<file path="config.mk">
export PLATFORM = sky130hd
export DESIGN_NAME = irq_pending_dispatch
export DESIGN_NICKNAME = d
export VERILOG_FILES = /design/src/rtl/irq_pending_dispatch.sv
export SDC_FILE = /design/constraint.sdc
export NUM_CORES = 1
export LEC_CHECK = 0
export ABC_CLOCK_PERIOD_IN_PS = 7000
export CAP_MARGIN = 10
export CORE_ASPECT_RATIO = 1.4
export CORE_UTILIZATION = 31
export DETAILED_ROUTE_END_ITERATION = 12
export GPL_TIMING_DRIVEN = 0
export PLACE_DENSITY = 0.68
export SYNTH_ARGS = -nofsm -noshare
export SYNTH_HDL_FRONTEND = slang
export SYNTH_SLANG_ARGS = --single-unit
</file>
<file path="constraint.sdc">
create_clock -name clk -period 7 [get_ports clk]
set_input_delay 2.1 -clock clk [delete_from_list [all_inputs] [get_ports clk]]
set_output_delay 2.1 -clock clk [all_outputs]
set_load 0.01 [all_outputs]
</file>
<file path="src/rtl/irq_pending_dispatch.sv">
// irq_pending_dispatch: edge-captured pending requests, masked into an external priority encoder, dispatched over valid/ready
module irq_pending_dispatch #(
    parameter int N    = 32,
    parameter int IDXW = 5,
    parameter int CNTW = 8
) (
    input  logic            clk,
    input  logic            rst,
    input  logic [N-1:0]    req_i,
    input  logic [N-1:0]    mask_i,
    input  logic            clr_all,
    output logic [N-1:0]    enc_i,
    input  logic [IDXW-1:0] enc_out,
    input  logic            enc_gs,
    output logic            irq_valid,
    output logic [IDXW-1:0] irq_id,
    input  logic            irq_ready,
    output logic [N-1:0]    pending_o,
    output logic [CNTW-1:0] drop_cnt
);
    typedef enum logic {IDLE, OFFER} state_t;

    state_t          r_state;
    logic [N-1:0]    r_req_q;
    logic [N-1:0]    r_pending;
    logic            r_irq_valid;
    logic [IDXW-1:0] r_irq_id;
    logic [CNTW-1:0] r_drop_cnt;

    logic [N-1:0]    w_edge;
    logic            w_accept;
    logic [N-1:0]    w_acc_vec;
    logic [N-1:0]    w_clr_vec;
    logic [N-1:0]    w_pending_nxt;
    logic            w_drop;

    assign w_edge        = req_i & ~r_req_q;
    assign w_accept      = r_irq_valid & irq_ready;
    assign w_clr_vec     = clr_all ? '1 : w_acc_vec;
    assign w_pending_nxt = w_edge | (r_pending & ~w_clr_vec);
    assign w_drop        = |(w_edge & r_pending & ~w_clr_vec);

    assign enc_i     = r_pending & ~mask_i;
    assign irq_valid = r_irq_valid;
    assign irq_id    = r_irq_id;
    assign pending_o = r_pending;
    assign drop_cnt  = r_drop_cnt;

    // One-hot clear vector for the line the consumer is accepting this cycle
    always_comb begin
        w_acc_vec           = '0;
        w_acc_vec[r_irq_id] = w_accept;
    end

    // Request history for rising-edge detection
    always_ff @(posedge clk or posedge rst) begin
        if (rst) r_req_q <= '0;
        else     r_req_q <= req_i;
    end

    // Pending bits: new edges always set, accept or clr_all clear
    always_ff @(posedge clk or posedge rst) begin
        if (rst) r_pending <= '0;
        else     r_pending <= w_pending_nxt;
    end

    // Saturating count of edges that landed on a line still pending
    always_ff @(posedge clk or posedge rst) begin
        if (rst)                              r_drop_cnt <= '0;
        else if (w_drop && r_drop_cnt != '1) r_drop_cnt <= r_drop_cnt + 1'b1;
    end

    // Dispatcher: sample the encoder in IDLE, hold a frozen offer until accept or clr_all
    always_ff @(posedge clk or posedge rst) begin
        if (rst) begin
            r_state     <= IDLE;
            r_irq_valid <= 1'b0;
            r_irq_id    <= '0;
        end else begin
            case (r_state)
                IDLE: if (enc_gs && !clr_all) begin
                    r_irq_id    <= enc_out;
                    r_irq_valid <= 1'b1;
                    r_state     <= OFFER;
                end
                OFFER: if (clr_all || irq_ready) begin
                    r_irq_valid <= 1'b0;
                    r_state     <= IDLE;
                end
                default: begin
                    r_irq_valid <= 1'b0;
                    r_state     <= IDLE;
                end
            endcase
        end
    end
endmodule

</file>
==> run_results.csv, run 1 <==
group,metric,value,unit
status,outcome,"completed",
power_and_ir_drop,total_power,1.43,mW
layout,final_cell_mix,"clkdlybuf4s50_1, dfrtp_1, nor2b_1",
timing,final_max_slew_viol_count,0,
setup_path,cp-start-kind,"input pin",
die,die_w,93.7,um
clocking,insertion_delay,0.33,ns
global_route,antenna_found_initial,0,
power_and_ir_drop,power_density,251,mW/mm^2
synthesis,synthArstFlopShare,100,%
global_route,grt_max_degree,72,
layout,area_growth,56.1,%
clocking,hold_buffers,0,
synthesis,synth_edf_count,0,
placed_design,place.gp.congestion,0.782,
timing,hold-worst-slack,0.463,ns
global_route,grtUsageTotal,17.8,%
layout,fin_nets,594,
power_and_ir_drop,p_leak,2.39,nW
global_route,grt_pass1_vias,3204,
route,dr.pass1.iters,4,
layout,n_antenna_cell,0,
clocking,cts_sinks,79,
synthesis,synth_nets,431,
die,rows,46,
clocking,cts_buffers,9,
synthesis,seq_area_frac_synth,54.2,%
route,drtIter0Drc,136,
timing,maxSlewHeadroom,60.0,%
timing,tightest_slew,0.595,ns
route,num_vias,3238,
timing,fin_skew,0.00457,ns
clocking,post_cts_buffers,0,
synthesis,synthesis.area,0.00365,mm^2
route,vias_per_cell,4.85,
die,die_area,0.0122,mm^2
synthesis,netlist_instances,356,
synthesis,yosys_register_bits,79,
layout,drive_above_1_share,5.53,%
clocking,clockBufferDepth,2,
placed_design,portBuffers,151,
die,coreArea,0.0114,mm^2
placed_design,preCtsSetupSlack,1.66,ns
clocking,cts_resized,0,
route,drtAntennaViolNets,0,
route,wl_per_cell,16.1,um
timing,timing.final.crit_share,75.8,%
setup_path,cp-end-kind,"output port",
setup_path,critical_path_peak_fanout,1,
setup_path,worstSetupPathType,"in2out",
global_route,grt_pass1_wl,16300,um
synthesis,avgSynthCellArea,10.2,um^2
route,drcViolationCount,0,
power_and_ir_drop,ir_drop,168,uV
setup_path,required,4.90,ns
layout,mostFrequentLayoutCell,"clkdlybuf4s50_1",
timing,fin_ws,1.69,ns
synthesis,synth_cell_types,35,
clocking,clkTransAtPathRegs,0.06,ns
timing,max_freq,0.188,GHz
timing,tns,0,ns
timing,rsz0062_at_grt,"no",
synthesis,yosys_warnings,0,
die,start_util,32.0,%
clocking,ctsRootBufferMaster,"clkbuf_16",
placed_design,hpwl,8140,um
clocking,cts_tree,"built",
clocking,htree_levels,3,
timing,fin_crit,5.31,ns
synthesis,synth_flop_cell,"dfrtp_1",
timing,finalHoldViolations,0,
worst_hold_path,min_path_type,"reg2reg",
setup_path,cp.arrival,3.21,ns
die,die_h,130,um
route,wl,10700,um
timing,setup_violations,0,
global_route,grt.overflow.total,0,
setup_path,reg2reg_slack,4.02,ns
flow_run,max_cap_violations,0,
die,top_level_ports,152,
## critical path, cell delays in order
cell and delay, ns:
clkdlybuf4s50_1 0.40, nor2b_1 0.14, clkdlybuf4s50_1 0.56
## stage by stage
step,cell area [um^2],instances,util (%)
2_1_floorplan,3650,356,-
3_3_place_gp,5340,651,46.8
3_5_place_dp,5370,652,47.1
4_1_cts,5690,668,50.0
5_1_grt,5690,668,50.0
6_report,5690,668,50.0
## path summary, 6_finish.rpt
kind	end	startpoint	depth (start not counted)
max	enc_i[18]	mask_i[18]	3
min	pending_o[14]	r_req_q[14]	1
max reg2reg	drop_cnt[4]	irq_id[1]	8
min reg2reg	pending_o[14]	r_req_q[14]	1
max in group asynchronous	r_req_q[9]	rst	3
min in group asynchronous	drop_cnt[7]	rst	2
## state kept, by name, summed over array words and instances (netlist names)
signal	cells
pending_o	32
irq_valid	1
r_req_q	32
irq_id	5
drop_cnt	8
r_state	1
## final cells by class
| class | count | area, um^2 |
|---|---|---|
| Inverter | 50 | 190 |
| Clock inverter | 3 | 65.1 |
| Fill cell | 1099 | 5700 |
| Timing Repair Buffer | 152 | 1540 |
| Clock buffer | 13 | 260 |
| Buffer | 11 | 45.0 |
| Sequential cell | 79 | 1980 |
| Tap cell | 144 | 180 |
| Multi-Input combinational cell | 216 | 1440 |
## cell families (layout without fill, tap and decap cells)
logic type	Yosys count	in the layout	synth area share [%]
mux	7	7	2.16
compound gates	94	94	16.7
buf+inv	61	229	6.38
flops	79	79	54.2
simple gates	109	109	19.0
fa+ha+maj	1	1	0.343
xor+xnor	5	5	1.20
## synth_stat cells, types with 2 or more instances
library cell	number	share of area, %
and3_1	2	0.34
buf_2	3	0.41
clkbuf_1	8	0.82
dfrtp_1	79	54
inv_1	50	5.1
mux2_1	2	0.62
mux2_2	5	1.5
nand2_1	10	1.0
nand2b_1	11	1.9
nand3_1	2	0.27
nand3b_1	3	0.62
nand4_1	3	0.51
nand4b_1	2	0.48
nor2b_1	65	11
nor4_2	2	0.69
o2111ai_1	31	7.4
o21ai_0	54	7.4
o21ai_1	2	0.27
or3b_1	3	0.72
xnor2_1	3	0.72
xor2_1	2	0.48
## report_power, final
part / total [mW] / leakage, nW / switching (mW) / internal, mW
Clock: 0.508 / 0.160 / 0.177 / 0.331
Combinational: 0.351 / 1.29 / 0.152 / 0.199
Sequential: 0.569 / 0.943 / 0.0571 / 0.512
## per-layer routing
metal / track usage [%] / part of all wire [%] / up-vias
li1: - / - / 1558
met1: 20.4 / 40 / 1562
met2: 32.1 / 52 / 107
met3: 4.84 / 6.7 / 11
met4: 5.88 / 1.2 / 0
met5: 0 / 0 / -
Power figures use the tool's default switching activity.
==> inputs of run 2 (changes only) <==
- ABC_CLOCK_PERIOD_IN_PS: 7000 -> 4600
- PLACE_DENSITY: 0.68 -> 0.71
- clock period: 7 -> 4.6 ns (I/O delays scaled with it)
==> run 2 against run 1 <==
Net effect:
- final cell count shrank 0.15%
- largest power group unchanged
- core utilization shrank 0.24 points
- critical path type is now in2reg
- highest routed layer unchanged
- count of clock-buffer cells in the layout shrank 2
- die area is the same
==> run_results.csv, run 2 (synthesis results as in run 1) <==
group,metric,value,unit
status,outcome,"completed",
timing,rsz0062_at_grt,"no",
power_and_ir_drop,total_power,2.12,mW
setup_path,cp.arrival,4.34,ns
die,die_area,0.0122,mm^2
timing,fin_skew,0.00659,ns
clocking,cts_resized,0,
route,num_vias,3250,
timing,hold-worst-slack,0.460,ns
setup_path,worstSetupPathType,"in2reg",
die,rows,46,
route,vias_per_cell,4.87,
timing,setup_violations,0,
placed_design,preCtsSetupSlack,0.154,ns
global_route,grt_pass1_wl,16500,um
layout,drive_above_1_share,5.74,%
placed_design,portBuffers,151,
placed_design,hpwl,8300,um
route,dr.pass1.iters,4,
clocking,ctsRootBufferMaster,"clkbuf_16",
setup_path,worstSetupStartpoint,"irq_ready",
setup_path,cp_top_family,"simple AND/OR/NAND/NOR gates",
clocking,clkTransAtPathRegs,0.06,ns
flow_run,max_cap_violations,0,
global_route,grtUsageTotal,18.0,%
clocking,post_cts_buffers,0,
layout,final_cell_area,0.00567,mm^2
global_route,grt_pass1_vias,3282,
setup_path,cp-end-kind,"register",
route,top_layer,"met4",
timing,fin_crit,4.12,ns
setup_path,critPathSlowestCell,"clkdlybuf4s50_1",
setup_path,reg2reg_slack,1.65,ns
clocking,clockBufferDepth,2,
power_and_ir_drop,ir_drop,268,uV
layout,final_util,49.7,%
route,drtIter0Drc,144,
die,top_level_ports,152,
route,wl,10900,um
worst_hold_path,holdPathStages,1,
timing,tns,0,ns
setup_path,max_stage_delay,0.57,ns
setup_path,rr_startpoint,"irq_id[0]",
setup_path,cp-start-kind,"input pin",
die,die_h,130,um
setup_path,critical_path_peak_fanout,10,
route,met2WireLength,5610,um
worst_hold_path,min_path_type,"reg2reg",
layout,mostFrequentLayoutCell,"clkdlybuf4s50_1",
placed_design,placed_area,0.00537,mm^2
layout,fin_nets,594,
placed_design,place.gp.congestion,0.802,
clocking,cts_sinks,79,
clocking,htree_levels,3,
timing,tightest_slew,0.606,ns
layout,layoutNonFillerInstCount,667,
global_route,grt.overflow.total,0,
setup_path,reg2reg_to,"drop_cnt[4]",
clocking,cts_buffers,9,
route,drtAntennaViolNets,0,
layout,final_cell_mix,"clkdlybuf4s50_1, dfrtp_1, nor2b_1",
timing,finalHoldViolations,0,
placed_design,dp_cells,652,
route,wl_per_cell,16.3,um
die,die_w,93.7,um
setup_path,crit_buf_inv,2,
route,wl_met1,4410,um
setup_path,worstRegToRegCells,8,
timing,final_max_slew_viol_count,0,
die,coreArea,0.0114,mm^2
timing,fin_ws,0.480,ns
clocking,cts_tree,"built",
timing,timing.final.crit_share,89.6,%
clocking,insertion_delay,0.34,ns
route,dr_wl_met3,620,um
global_route,antenna_found_initial,0,
clocking,hold_buffers,0,
power_and_ir_drop,power_density,375,mW/mm^2
timing,maxSlewHeadroom,59.2,%
setup_path,cp_num_cells,9,
power_and_ir_drop,p_leak,2.38,nW
setup_path,cp-endpoint,"drop_cnt[4]",
layout,fill_cells,1066,
timing,max_freq,0.243,GHz
layout,area_growth,55.4,%
setup_path,path_cells,"clkdlybuf4s50_1, nand4_1, clkbuf_1, o2111ai_1, o2111ai_1, nor4_2, nand2_1, nand4_1, mux2_1",
global_route,grt_max_degree,65,
layout,n_antenna_cell,0,
route,drcViolationCount,0,
die,start_util,32.0,%
setup_path,required,4.82,ns
## run 2: cell count changes in the layout (fill, tap and decap cells not counted), sizes merged
| cell | before | now |
|---|---|---|
| clkbuf | 21 | 19 |
| clkinv | 1 | 3 |
| bufinv | 2 | 1 |
## run 2: final cells by class
class | instances | area [um^2] | share of cell area, %
sequential | 79 | 1980 | 34.9
timing repair buffer | 152 | 1540 | 27.2
multi-input combinational | 216 | 1440 | 25.4
clock buffer | 11 | 253 | 4.46
inverter | 50 | 190 | 3.36
tap | 144 | 180 | 3.18
clock inverter | 4 | 45.0 | 0.795
buffer | 11 | 45.0 | 0.795
## run 2: how the worst min path moves through the flow
| stage | startpoint | end | slack [ns] |
|---|---|---|---|
| floorplan | r_req_q[11] | pending_o[11] | 0.44 |
| global route | r_req_q[17] | pending_o[17] | 0.48 |
| CTS | r_req_q[25] | pending_o[25] | 0.45 |
| detailed placement | r_req_q[25] | pending_o[25] | 0.45 |
| finish | r_req_q[25] | pending_o[25] | 0.46 |
| global placement | r_req_q[31] | pending_o[31] | 0.44 |
## run 2: report_power, final
part	internal (mW)	total, mW	switching [mW]
registers	0.779	0.867	0.0881
clock network	0.444	0.722	0.278
logic	0.303	0.534	0.231
total	1.53	2.12	0.597
## run 2: routing by layer
layer,up-vias,GRT usage (%)
met5,-,0
met4,0,8.33
met3,19,3.32
li1,1556,-
met1,1573,21.1
met2,102,31.9
## run 2: worst register-to-register path: cells and delay by family, from the launching register on
family	cells	cell delay, ns
AO/OA/AOI/OAI	2	0.47
buffers and inverters	1	0.37
flip-flops	1	0.43
multiplexers	1	0.32
AND/OR/NAND/NOR	4	1.24
==> inputs of run 3 (changes only) <==
- CORE_UTILIZATION: 31 -> 39
- PLACE_DENSITY: 0.71 -> 0.84
==> run 3 against run 2 <==
Net effect:
- combinational power hardly changed
- first-iteration DRC count is 19% higher
- critical path depth stayed put
- register-to-register slack better by 0.08 ns
- critical endpoint unchanged
- count of clock-buffer cells in the layout is 2 higher
- critical path type unchanged
- non-clock buffer count stayed put
- via count is 2.7% higher
- sequential share of layout area is 0.32 points higher
==> run_results.csv, run 3 (synthesis results as in run 1) <==
group,metric,value,unit
placed_design,place.gp.congestion,0.837,
layout,drive_above_1_share,5.34,%
layout,mostFrequentLayoutCell,"clkdlybuf4s50_1",
route,vias_per_cell,5.29,
timing,timing.final.crit_share,88.0,%
timing,finalHoldViolations,0,
clocking,clockBufferDepth,2,
power_and_ir_drop,total_power,2.10,mW
setup_path,max_stage_delay,0.56,ns
timing,setup_violations,0,
layout,final_cell_area,0.00562,mm^2
placed_design,portBuffers,151,
route,drtIter0Drc,172,
global_route,grt_pass1_wl,16500,um
layout,final_cell_mix,"clkdlybuf4s50_1, dfrtp_1, nor2b_1",
clocking,htree_levels,3,
setup_path,critical_path_peak_fanout,10,
layout,area_growth,54.0,%
setup_path,required,4.82,ns
global_route,grt.overflow.total,0,
clocking,cts_tree,"built",
timing,max_freq,0.247,GHz
global_route,grtUsageTotal,21.9,%
die,coreArea,0.00903,mm^2
die,top_level_ports,152,
setup_path,cp.arrival,4.27,ns
placed_design,placed_area,0.00532,mm^2
setup_path,worstSetupPathType,"in2reg",
layout,n_antenna_cell,0,
timing,maxSlewHeadroom,62.3,%
global_route,grt_pass1_vias,3388,
power_and_ir_drop,ir_drop,241,uV
global_route,grt_max_degree,72,
global_route,antenna_found_initial,0,
timing,tightest_slew,0.565,ns
setup_path,cp-end-kind,"register",
route,drtAntennaViolNets,0,
die,die_area,0.00975,mm^2
placed_design,hpwl,7930,um
clocking,ctsRootBufferMaster,"clkbuf_16",
clocking,hold_buffers,0,
clocking,insertion_delay,0.33,ns
timing,rsz0062_at_grt,"no",
setup_path,path_cells,"clkdlybuf4s50_1, nand4_1, clkbuf_1, o2111ai_1, o2111ai_1, nor4_2, nand2_1, nand4_1, mux2_1",
route,num_vias,3339,
setup_path,critPathSlowestCell,"clkdlybuf4s50_1",
flow_run,max_cap_violations,0,
route,wl_per_cell,16.5,um
setup_path,cp-start-kind,"input pin",
power_and_ir_drop,power_density,374,mW/mm^2
clocking,clkTransAtPathRegs,0.06,ns
timing,tns,0,ns
die,die_h,116,um
layout,fill_cells,753,
route,drcViolationCount,0,
die,die_w,83.7,um
placed_design,preCtsSetupSlack,0.236,ns
clocking,cts_buffers,9,
clocking,post_cts_buffers,0,
die,start_util,40.4,%
status,outcome,"completed",
power_and_ir_drop,p_leak,2.37,nW
timing,fin_crit,4.05,ns
timing,fin_ws,0.552,ns
clocking,cts_sinks,79,
route,wl,10400,um
route,dr.pass1.iters,4,
die,rows,41,
timing,fin_skew,0.00522,ns
layout,fin_nets,594,
worst_hold_path,min_path_type,"reg2reg",
clocking,cts_resized,0,
timing,final_max_slew_viol_count,0,
## run 3: cell types whose count changed in the layout (fill, tap and decap cells not counted)
cell	change
clkbuf_8	-1
clkbuf_1	+3
clkinv_2	-2
clkinvlp_4	+1
## run 3: through the flow
stage / utilization (%) / instances / hold slack [ns]
final: 62.2 / 631 / 0.459
after global routing: 62.2 / 631 / 0.470
after CTS: 62.2 / 631 / 0.459
after detailed placement: 59.0 / 615 / 0.451
after global placement: 58.6 / 614 / 0.441
after floorplan: - / 356 / 0.435
## run 3: final timing paths
kind	from	to	slack, ns	depth (start not counted)
setup / recovery	irq_ready	drop_cnt[4]	0.55	9
hold / removal	r_req_q[31]	pending_o[31]	0.46	1
setup reg to reg	irq_valid	drop_cnt[4]	1.73	8
hold reg to reg	r_req_q[31]	pending_o[31]	0.46	1
max in group asynchronous	rst	r_req_q[22]	2.74	3
min in group asynchronous	rst	drop_cnt[4]	1.29	2
## run 3: where the power goes
part / internal (mW) / switching [mW] / leakage, nW
Sequential: 0.779 / 0.0852 / 0.943
Clock: 0.435 / 0.267 / 0.140
Combinational: 0.303 / 0.232 / 1.29
Total: 1.52 / 0.585 / 2.37
## run 3: worst max-delay path, delay by kind of cell
kind / cells / cell delay [ns]
buffers and inverters: 2 / 0.94
and+or+nand+nor: 4 / 1.14
AOI/OAI and AO/OA: 2 / 0.47
muxes: 1 / 0.32
## run 3: area by class of cell
class | count | area, um^2 | area share [%]
Sequential cell | 79 | 1980 | 35.2
Timing Repair Buffer | 152 | 1540 | 27.4
Multi-Input combinational cell | 216 | 1440 | 25.6
Clock buffer | 13 | 250 | 4.46
Inverter | 50 | 190 | 3.39
Tap cell | 107 | 134 | 2.38
Buffer | 11 | 45.0 | 0.802
Clock inverter | 3 | 42.5 | 0.758
## run 3: metal layers
metal  vias up  routed length, um  GRT usage, %
met3        24                633          4.88
met2       123               5380          38.2
met5         -                  0             0
met4         0                316          10.2
li1       1562                  -             -
met1      1630               4060          26.0
